## config.mk

```make
export PLATFORM = sky130hd
export DESIGN_NAME = pipe_ctrl
export DESIGN_NICKNAME = d
export VERILOG_FILES = /design/src/rtl/cpu_pkg.sv /design/src/rtl/creg_file.sv /design/src/rtl/pipe_ctrl.sv
export SDC_FILE = /design/constraint.sdc
export NUM_CORES = 1
export LEC_CHECK = 0
export BUFFER_PORTS_ARGS = -buffer_cell sky130_fd_sc_hd__buf_2
export CAP_MARGIN = 0
export CORE_MARGIN = 2
export CORE_UTILIZATION = 56
export DETAILED_ROUTE_END_ITERATION = 12
export HOLD_SLACK_MARGIN = 0.02
export PLACE_DENSITY = 0.87
export SLEW_MARGIN = 20
export SYNTH_ARGS = -nofsm -noshare
export SYNTH_HDL_FRONTEND = slang
export SYNTH_HIERARCHICAL = 1
export SYNTH_SLANG_ARGS = --single-unit
```

## constraint.sdc

```tcl
create_clock -name clk -period 5.2 [get_ports clk]
set_input_delay 0.26 -clock clk [delete_from_list [all_inputs] [get_ports clk]]
set_output_delay 0.26 -clock clk [all_outputs]
set_load 0.005 [all_outputs]
```

## src/rtl/cpu_pkg.sv

```systemverilog
// Shared definitions for the AZ core: datapath widths, control-op and
// exception codes, and control register addresses.
package cpu_pkg;

  localparam int WORD_ADDR_W = 30;
  localparam int WORD_DATA_W = 32;
  localparam int REG_ADDR_W  = 5;

  localparam logic [1:0] CTRL_OP_NOP  = 2'd0;
  localparam logic [1:0] CTRL_OP_WRCR = 2'd1;
  localparam logic [1:0] CTRL_OP_EXRT = 2'd2;

  localparam logic [2:0] ISA_EXP_NO_EXP     = 3'd0;
  localparam logic [2:0] ISA_EXP_EXT_INT    = 3'd1;
  localparam logic [2:0] ISA_EXP_UNDEF_INSN = 3'd2;
  localparam logic [2:0] ISA_EXP_OVERFLOW   = 3'd3;
  localparam logic [2:0] ISA_EXP_MISS_ALIGN = 3'd4;
  localparam logic [2:0] ISA_EXP_TRAP       = 3'd5;
  localparam logic [2:0] ISA_EXP_PRV_VIO    = 3'd6;

  localparam logic [REG_ADDR_W-1:0] CREG_STATUS     = 5'd0;
  localparam logic [REG_ADDR_W-1:0] CREG_PRE_STATUS = 5'd1;
  localparam logic [REG_ADDR_W-1:0] CREG_EPC        = 5'd2;
  localparam logic [REG_ADDR_W-1:0] CREG_VECTOR     = 5'd3;
  localparam logic [REG_ADDR_W-1:0] CREG_CAUSE      = 5'd4;
  localparam logic [REG_ADDR_W-1:0] CREG_MASK       = 5'd5;
  localparam logic [REG_ADDR_W-1:0] CREG_IRQ        = 5'd6;

  typedef struct packed {
    logic int_en;
    logic exe_mode;
  } status_t;

endpackage

```

## src/rtl/creg_file.sv

```systemverilog
// Control register file: STATUS/PRE_STATUS/EPC/VECTOR/CAUSE/MASK with a
// combinational read port and exception / EXRT / WRCR update paths.
module creg_file
  import cpu_pkg::*;
#(
  parameter int                     IRQ_W     = 8,
  parameter logic [WORD_ADDR_W-1:0] VEC_RESET = '0
) (
  input  logic                   clk,
  input  logic                   reset,
  input  logic [IRQ_W-1:0]       irq,
  input  logic [REG_ADDR_W-1:0]  rd_addr,
  output logic [WORD_DATA_W-1:0] rd_data,
  input  logic                   exp_commit,
  input  logic                   exrt_commit,
  input  logic                   wr_en,
  input  logic [REG_ADDR_W-1:0]  wr_addr,
  input  logic [WORD_DATA_W-1:0] wr_data,
  input  logic [2:0]             exp_code,
  input  logic                   br_flag,
  input  logic [WORD_ADDR_W-1:0] pc,
  output logic [WORD_ADDR_W-1:0] epc,
  output logic [WORD_ADDR_W-1:0] vector,
  output logic [IRQ_W-1:0]       mask,
  output logic                   int_en,
  output logic                   exe_mode
);

  status_t    status;
  status_t    pre_status;
  logic [3:0] cause;

  // NOTE: state registers use non-blocking assignments so every register
  // samples the pre-edge values of its peers (PRE_STATUS <= STATUS swap).
  always_ff @(posedge clk) begin
    if (reset) begin
      status     <= '0;
      pre_status <= '0;
      epc        <= '0;
      vector     <= VEC_RESET;
      cause      <= '0;
      mask       <= '1;
    end else if (exp_commit) begin
      pre_status <= status;
      status     <= '0;
      cause      <= {br_flag, exp_code};
      // A faulting delay-slot instruction restarts at its branch.
      epc        <= br_flag ? pc - WORD_ADDR_W'(1) : pc;
    end else if (exrt_commit) begin
      status <= pre_status;
    end else if (wr_en) begin
      case (wr_addr)
        CREG_STATUS:     status     <= status_t'(wr_data[1:0]);
        CREG_PRE_STATUS: pre_status <= status_t'(wr_data[1:0]);
        CREG_EPC:        epc        <= wr_data[WORD_DATA_W-1:2];
        CREG_VECTOR:     vector     <= wr_data[WORD_DATA_W-1:2];
        CREG_CAUSE:      cause      <= wr_data[3:0];
        CREG_MASK:       mask       <= wr_data[IRQ_W-1:0];
        default:         ;
      endcase
    end
  end

  // NOTE: the default assignment ahead of the case keeps this purely
  // combinational for unmapped addresses (no latch).
  always_comb begin
    rd_data = '0;
    case (rd_addr)
      CREG_STATUS:     rd_data = WORD_DATA_W'(status);
      CREG_PRE_STATUS: rd_data = WORD_DATA_W'(pre_status);
      CREG_EPC:        rd_data = {epc, 2'b00};
      CREG_VECTOR:     rd_data = {vector, 2'b00};
      CREG_CAUSE:      rd_data = WORD_DATA_W'(cause);
      CREG_MASK:       rd_data = WORD_DATA_W'(mask);
      CREG_IRQ:        rd_data = WORD_DATA_W'(irq);
      default:         ;
    endcase
  end

  assign int_en   = status.int_en;
  assign exe_mode = status.exe_mode;

endmodule

```

## src/rtl/pipe_ctrl.sv

```systemverilog
// Pipeline control for the AZ core: per-stage stall/flush, interrupt
// detection, and MEM-stage commit of exceptions, EXRT and WRCR.
module pipe_ctrl
  import cpu_pkg::*;
#(
  parameter int                     IRQ_W     = 8,
  parameter logic [WORD_ADDR_W-1:0] VEC_RESET = '0
) (
  input  logic                   clk,
  input  logic                   reset,
  input  logic [IRQ_W-1:0]       irq,
  input  logic                   if_busy,
  input  logic                   mem_busy,
  input  logic                   ld_hazard,
  input  logic [REG_ADDR_W-1:0]  creg_rd_addr,
  output logic [WORD_DATA_W-1:0] creg_rd_data,
  input  logic [WORD_ADDR_W-1:0] mem_pc,
  input  logic                   mem_en,
  input  logic                   mem_br_flag,
  input  logic [1:0]             mem_ctrl_op,
  input  logic [REG_ADDR_W-1:0]  mem_dst_addr,
  input  logic [2:0]             mem_exp_code,
  input  logic [WORD_DATA_W-1:0] mem_out,
  output logic                   if_stall,
  output logic                   id_stall,
  output logic                   ex_stall,
  output logic                   mem_stall,
  output logic                   if_flush,
  output logic                   id_flush,
  output logic                   ex_flush,
  output logic                   mem_flush,
  output logic [WORD_ADDR_W-1:0] new_pc,
  output logic                   int_detect,
  output logic                   exe_mode
);

  logic                   stall;
  logic                   commit;
  logic                   exp_commit;
  logic                   exrt_commit;
  logic                   wr_en;
  logic                   redirect;
  logic                   int_en;
  logic [IRQ_W-1:0]       mask;
  logic [WORD_ADDR_W-1:0] epc;
  logic [WORD_ADDR_W-1:0] vector;

  assign stall = if_busy | mem_busy;

  // A stalled MEM instruction waits; reset discards any pending commit.
  assign commit      = mem_en & ~stall & ~reset;
  assign exp_commit  = commit & (mem_exp_code != ISA_EXP_NO_EXP);
  assign exrt_commit = commit & ~exp_commit & (mem_ctrl_op == CTRL_OP_EXRT);
  assign wr_en       = commit & ~exp_commit & (mem_ctrl_op == CTRL_OP_WRCR);
  assign redirect    = exp_commit | exrt_commit;

  // Redirect overrides the load-use hold so IF fetches the new target.
  assign if_stall  = stall | (ld_hazard & ~redirect);
  assign id_stall  = stall;
  assign ex_stall  = stall;
  assign mem_stall = stall;

  assign if_flush  = redirect;
  assign id_flush  = redirect | (ld_hazard & ~stall);
  assign ex_flush  = redirect;
  assign mem_flush = redirect;

  always_comb begin
    new_pc = '0;
    if (exp_commit)       new_pc = vector;
    else if (exrt_commit) new_pc = epc;
  end

  assign int_detect = int_en & (|(irq & ~mask));

  creg_file #(
    .IRQ_W     (IRQ_W),
    .VEC_RESET (VEC_RESET)
  ) u_creg_file (
    .clk         (clk),
    .reset       (reset),
    .irq         (irq),
    .rd_addr     (creg_rd_addr),
    .rd_data     (creg_rd_data),
    .exp_commit  (exp_commit),
    .exrt_commit (exrt_commit),
    .wr_en       (wr_en),
    .wr_addr     (mem_dst_addr),
    .wr_data     (mem_out),
    .exp_code    (mem_exp_code),
    .br_flag     (mem_br_flag),
    .pc          (mem_pc),
    .epc         (epc),
    .vector      (vector),
    .mask        (mask),
    .int_en      (int_en),
    .exe_mode    (exe_mode)
  );

endmodule
```

# Word-level counts from Yosys, hierarchy flattened
# Index checks and enable logic that the tools add are counted.
# word_totals
register_bits	76
inputBits	92
out_inout_bits	72
elab_cells	79
# op_classes
addsub	1
n_eq_ne	14
n_mux	19
n_bitwise	20
reduce_logical	17
# op_table
op	count
case mux 32 bit (7 select lines)	1
two-way mux 30 bit	7
subtractor 30 x 1 -> 30 bit (second input constant)	1
equality test 5 x 3 -> 1 bit (second input constant)	5
equality test 5 x 2 -> 1 bit (second input constant)	4
two-way mux 4 bit	4
two-way mux 2 bit	7
nonzero test 2 bit	6
equality test 5 x 1 -> 1 bit (second input constant)	2
zero test 5 bit	2
AND 1 bit	9
AND reduction 3 bit	3
AND 8 bit	1
NOT 8 bit	1
AND reduction 4 bit	2
OR reduction 8 bit	1
NOT 1 bit	5
bitwise OR 1 bit	4
nonzero test 3 bit	1
equality test 2 x 1 -> 1 bit (second input constant)	1
equality test 2 bit (second input constant)	1
inequality test 2 bit (second input constant)	1
AND reduction 2 bit	1
OR reduction 2 bit	1

# Logic depth before layout (Yosys ltp)
# depth
word_depth	12
depth_mapped	10
ltp_nobuf	6

# Hierarchy
# The synthesis kept the hierarchy.
# modules_own_cells
module	n_inst	cells_per_inst	area_per_inst_um2
creg_file	1	536	4316.6
pipe_ctrl	1	135	845.8

# Worst setup path after synthesis
# No wires, ideal clock.
# synth_timing
kind	in2reg
start	in mem_busy
end	reg u_creg_file.epc[10]
setup_time_ps	137
arrival_ps	2466
t_required_ps	5063
setup_slack_ps	2597
path_stages	8
path_buffers	2
path_cell_list	or4b_4 > buf_6 > nor4b_2 > nor3b_1 > nand2_1 > clkbuf_1 > a211oi_1 > a211oi_1
# synth_between
elab_chain_len	10
word_cells_on_any_way	14
classes_between	eq/ne: 1; mux: 1; bitwise: 9; reduce/logical: 3
# synth_lines
element	line_no	source
start: declaration	pipe_ctrl.sv:13	input logic mem_busy,
bitwise OR 1 bit *	pipe_ctrl.sv:48	assign stall = if_busy | mem_busy;
NOT 1 bit *	pipe_ctrl.sv:51	assign commit = mem_en & ~stall & ~reset;
AND 1 bit * (2 in a row)	pipe_ctrl.sv:51	
AND 1 bit	pipe_ctrl.sv:52	assign exp_commit = commit & (mem_exp_code != ISA_EXP_NO_EXP);
NOT 1 bit (no line)	-	
AND 1 bit * (2 in a row)	pipe_ctrl.sv:54	assign wr_en = commit & ~exp_commit & (mem_ctrl_op == CTRL_OP_WRCR);
via wr_en	pipe_ctrl.sv:41	logic wr_en;
nonzero test 2 bit (no line) *	-	
AND reduction 3 bit (no line) *	-	
end signal: assignment	creg_file.sv:48	epc <= br_flag ? pc - WORD_ADDR_W'(1) : pc;
end signal: assignment	creg_file.sv:55	CREG_EPC: epc <= wr_data[WORD_DATA_W-1:2];
end: declaration	creg_file.sv:22	output logic [WORD_ADDR_W-1:0] epc,
# The timed path passes the listed nets; every way through them passes the cells marked *.
# A chain may end at the register's enable or synchronous reset.

# Worst setup path after layout
# layout_timing
start	in mem_busy
end	reg u_creg_file.vector[14]
# layout_between
word_cells_on_any_way	11
classes_between	bitwise: 10; reduce/logical: 1
# layout_lines
element	line_no	source
bitwise OR 1 bit *	pipe_ctrl.sv:48	
NOT 1 bit *	pipe_ctrl.sv:51	
AND 1 bit * (2 in a row)	pipe_ctrl.sv:51	
AND 1 bit	pipe_ctrl.sv:52	
NOT 1 bit (no line)	-	
AND 1 bit * (2 in a row)	pipe_ctrl.sv:54	
via wr_en	pipe_ctrl.sv:41	
AND reduction 4 bit (no line) *	-	
end signal: assignment	creg_file.sv:56	CREG_VECTOR: vector <= wr_data[WORD_DATA_W-1:2];
end: declaration	creg_file.sv:23	output logic [WORD_ADDR_W-1:0] vector,
# Marks and branches as above.

==> results.toml <==
[outcome]
outcome = "finished, final reports clean"

[clock_tree]
cts_tree = "done"
clockBufferDepth = 2
cts-root-buf = "clkbuf_8"
htree_num_levels = 3
postCtsSetupBuffers = 0
cts_resized = 0
cts.sinks = 76
cts_hold_buf = 0
clk_latency_ns = 0.34
cts_buffers = 9
path_clk_slew_ns = 0.08

[route]
route.met2.wl_mm = 7.99
vias = 6015
drtAntennaViolNets = 0
wl_mm = 17.3
met1_length_mm = 6.53
wl_met3_mm = 2.35
vias_per_cell = 6.62
routed.top_layer = "met4"
drt_first_pass_iters = 6
drcViolationCount = 0
drtIter0Drc = 847
wire_per_inst_um = 19.0

[global_route]
antenna_found_initial = 0
grt_overflow = 0
grt_max_degree = 77
grt_usage_pct = 33.1
grt_first_pass_wirelength_mm = 26.9
grt_pass1_vias = 5528

[critical_path]
endpoint_kind = "flop"
crit_path_start_kind = "input pin"
critPathArrivalTime_ns = 3.19
path_class = "in2reg"
cp.required_ns = 5.38
cp_max_fo = 34

[die]
ios = 164
die_x_um = 100
dieArea_um2 = 10000
start_util_pct = 56.7
die_y_um = 100
rows = 35
core_um2 = 9110

[cells_and_area]
final_cell_mix = "163 x buf_2, 106 x nand2_1, 76 x dfxtp_1"
drive_above_1_share_pct = 31.7
final_area_um2 = 6130
antenna_cells = 0
nFillCells = 769
final_common_cell = "buf_2"
multi_input_area_um2 = 3270
seqCellArea_um2 = 1520
area_delta_synth_final_pct = 18.8
nets = 885

[synthesis]
yosys_register_bits = 76
syn_area_um2 = 5160
synth.distinct_cells = 62
avgSynthCellArea_um2 = 7.69
yosys_warnings = 6
seq_area_frac_synth_pct = 29.5
postSynth.asyncResetShare_pct = 0
synthCells = 671
synthFlopType = "dfxtp_1"
synth_edf_count = 0
synth_nets = 764

[sta]
hold_viol = 0
fin_skew_ns = 0.000206
fin_setup_tns_ns = 0
slew_viol_final = 0
timing.final.crit_share_pct = 57.7
max-slew-margin-rel_pct = 29.1
fmax_ghz = 0.333
grt_setup_unrepaired = "false"
period_needed_ns = 3.00
setup_viol = 0
worstMarginPinSlew_ns = 1.06

[placed_design]
dp.final_hpwl_mm = 12.0
place.gp.congestion = 0.893
port_buffers = 163
placed_area_um2 = 5910

[pwr]
powerDensity_nw_per_um2 = 205
leakage_nw = 2.41
p_total_w = 0.00125
ir_drop_v = 0.000141

[job]
max_cap_viol_count = 0

[hold_path]
hp-class = "in2reg"
## per-layer routing
| layer | vias up | global-route usage (%) |
|---|---|---|
| li1 | 2739 | - |
| met1 | 2747 | 43.3 |
| met2 | 473 | 54.1 |
| met3 | 56 | 7.03 |
| met4 | 0 | 11.9 |
| met5 | - | 0 |
## synth_stat cells (all sizes together) (17+ instances only)
library cell  number  area [um2]
buf               17         155
nand3             44         220
clkbuf            48         180
inv               22        82.6
nor2              26         100
a22o              24         210
nand2            106         398
a211oi            38         285
dfxtp             76        1520
a21oi             62         430
and3              18         113
## report_power, final
group          switching [W]  leakage, nW  internal (W)
registers         0.00000803        0.615      0.000591
logic               0.000100         1.69     0.0000606
clock network       0.000214        0.113      0.000281
total               0.000322         2.41      0.000933
## critical path, cell delays in order
cell and delay [ns]:
buf_2 0.11, or4b_4 0.83, nor4b_2 0.37, nor3b_2 0.26
buf_4 0.27, nand4_1 0.47, buf_4 0.41, nand2_1 0.12
a21oi_1 0.09
## stage by stage
step	cells	hold WS, ns	worst slack (ns)	util (%)
2_1_floorplan	671	0.400	2.60	-
3_3_place_gp	892	0.454	1.90	64.9
3_5_place_dp	892	0.460	1.72	64.9
4_1_cts	908	0.164	2.05	67.3
5_1_grt	908	0.169	2.06	67.3
6_report	908	0.168	2.20	67.3
## state kept, by name (all words and copies together) (netlist names)
signal / flops
u_creg_file/int_en: 1
u_creg_file/mask: 8
u_creg_file/cause: 4
u_creg_file/epc: 30
u_creg_file/vector: 30
u_creg_file/pre_status: 2
u_creg_file/exe_mode: 1
## path summary, 6_finish.rpt
kind | from | end | slack [ns] | cells past startpoint
max reg2reg | u_creg_file/epc[19]$_SDFFE_PP0P_ | u_creg_file/epc[19]$_SDFFE_PP0P_ | 4.20 | 3
min | mem_out[19] | u_creg_file/vector[17]$_SDFFE_PP0P_ | 0.17 | 3
min reg2reg | u_creg_file/vector[6]$_SDFFE_PP0P_ | u_creg_file/vector[6]$_SDFFE_PP0P_ | 0.47 | 2
max | mem_busy | u_creg_file/vector[14]$_SDFFE_PP0P_ | 2.20 | 9
## kinds of logic (layout without fill, tap and decap cells)
kind of cell             Yosys count  after routing  share of synthesized area [%]
flip-flops                        76             76                           29.5
buffers and inverters             87            213                           8.09
XOR/XNOR                          12             12                           2.04
AO/OA/AOI/OAI                    209            209                           30.4
AND/OR/NAND/NOR                  274            274                           27.4
adder cells (fa/ha/maj)            1              1                          0.242
multiplexers                      12             12                           2.42
## area by class of cell
cell class / count / area share, %
flip-flops and latches: 76 / 24.8
clock inverters: 5 / 1.22
repair buffers: 175 / 14.8
inverters: 22 / 1.35
multi-input cells: 508 / 53.3
well taps: 111 / 2.26
clock buffers: 11 / 2.31
Power figures use the tool's default switching activity.
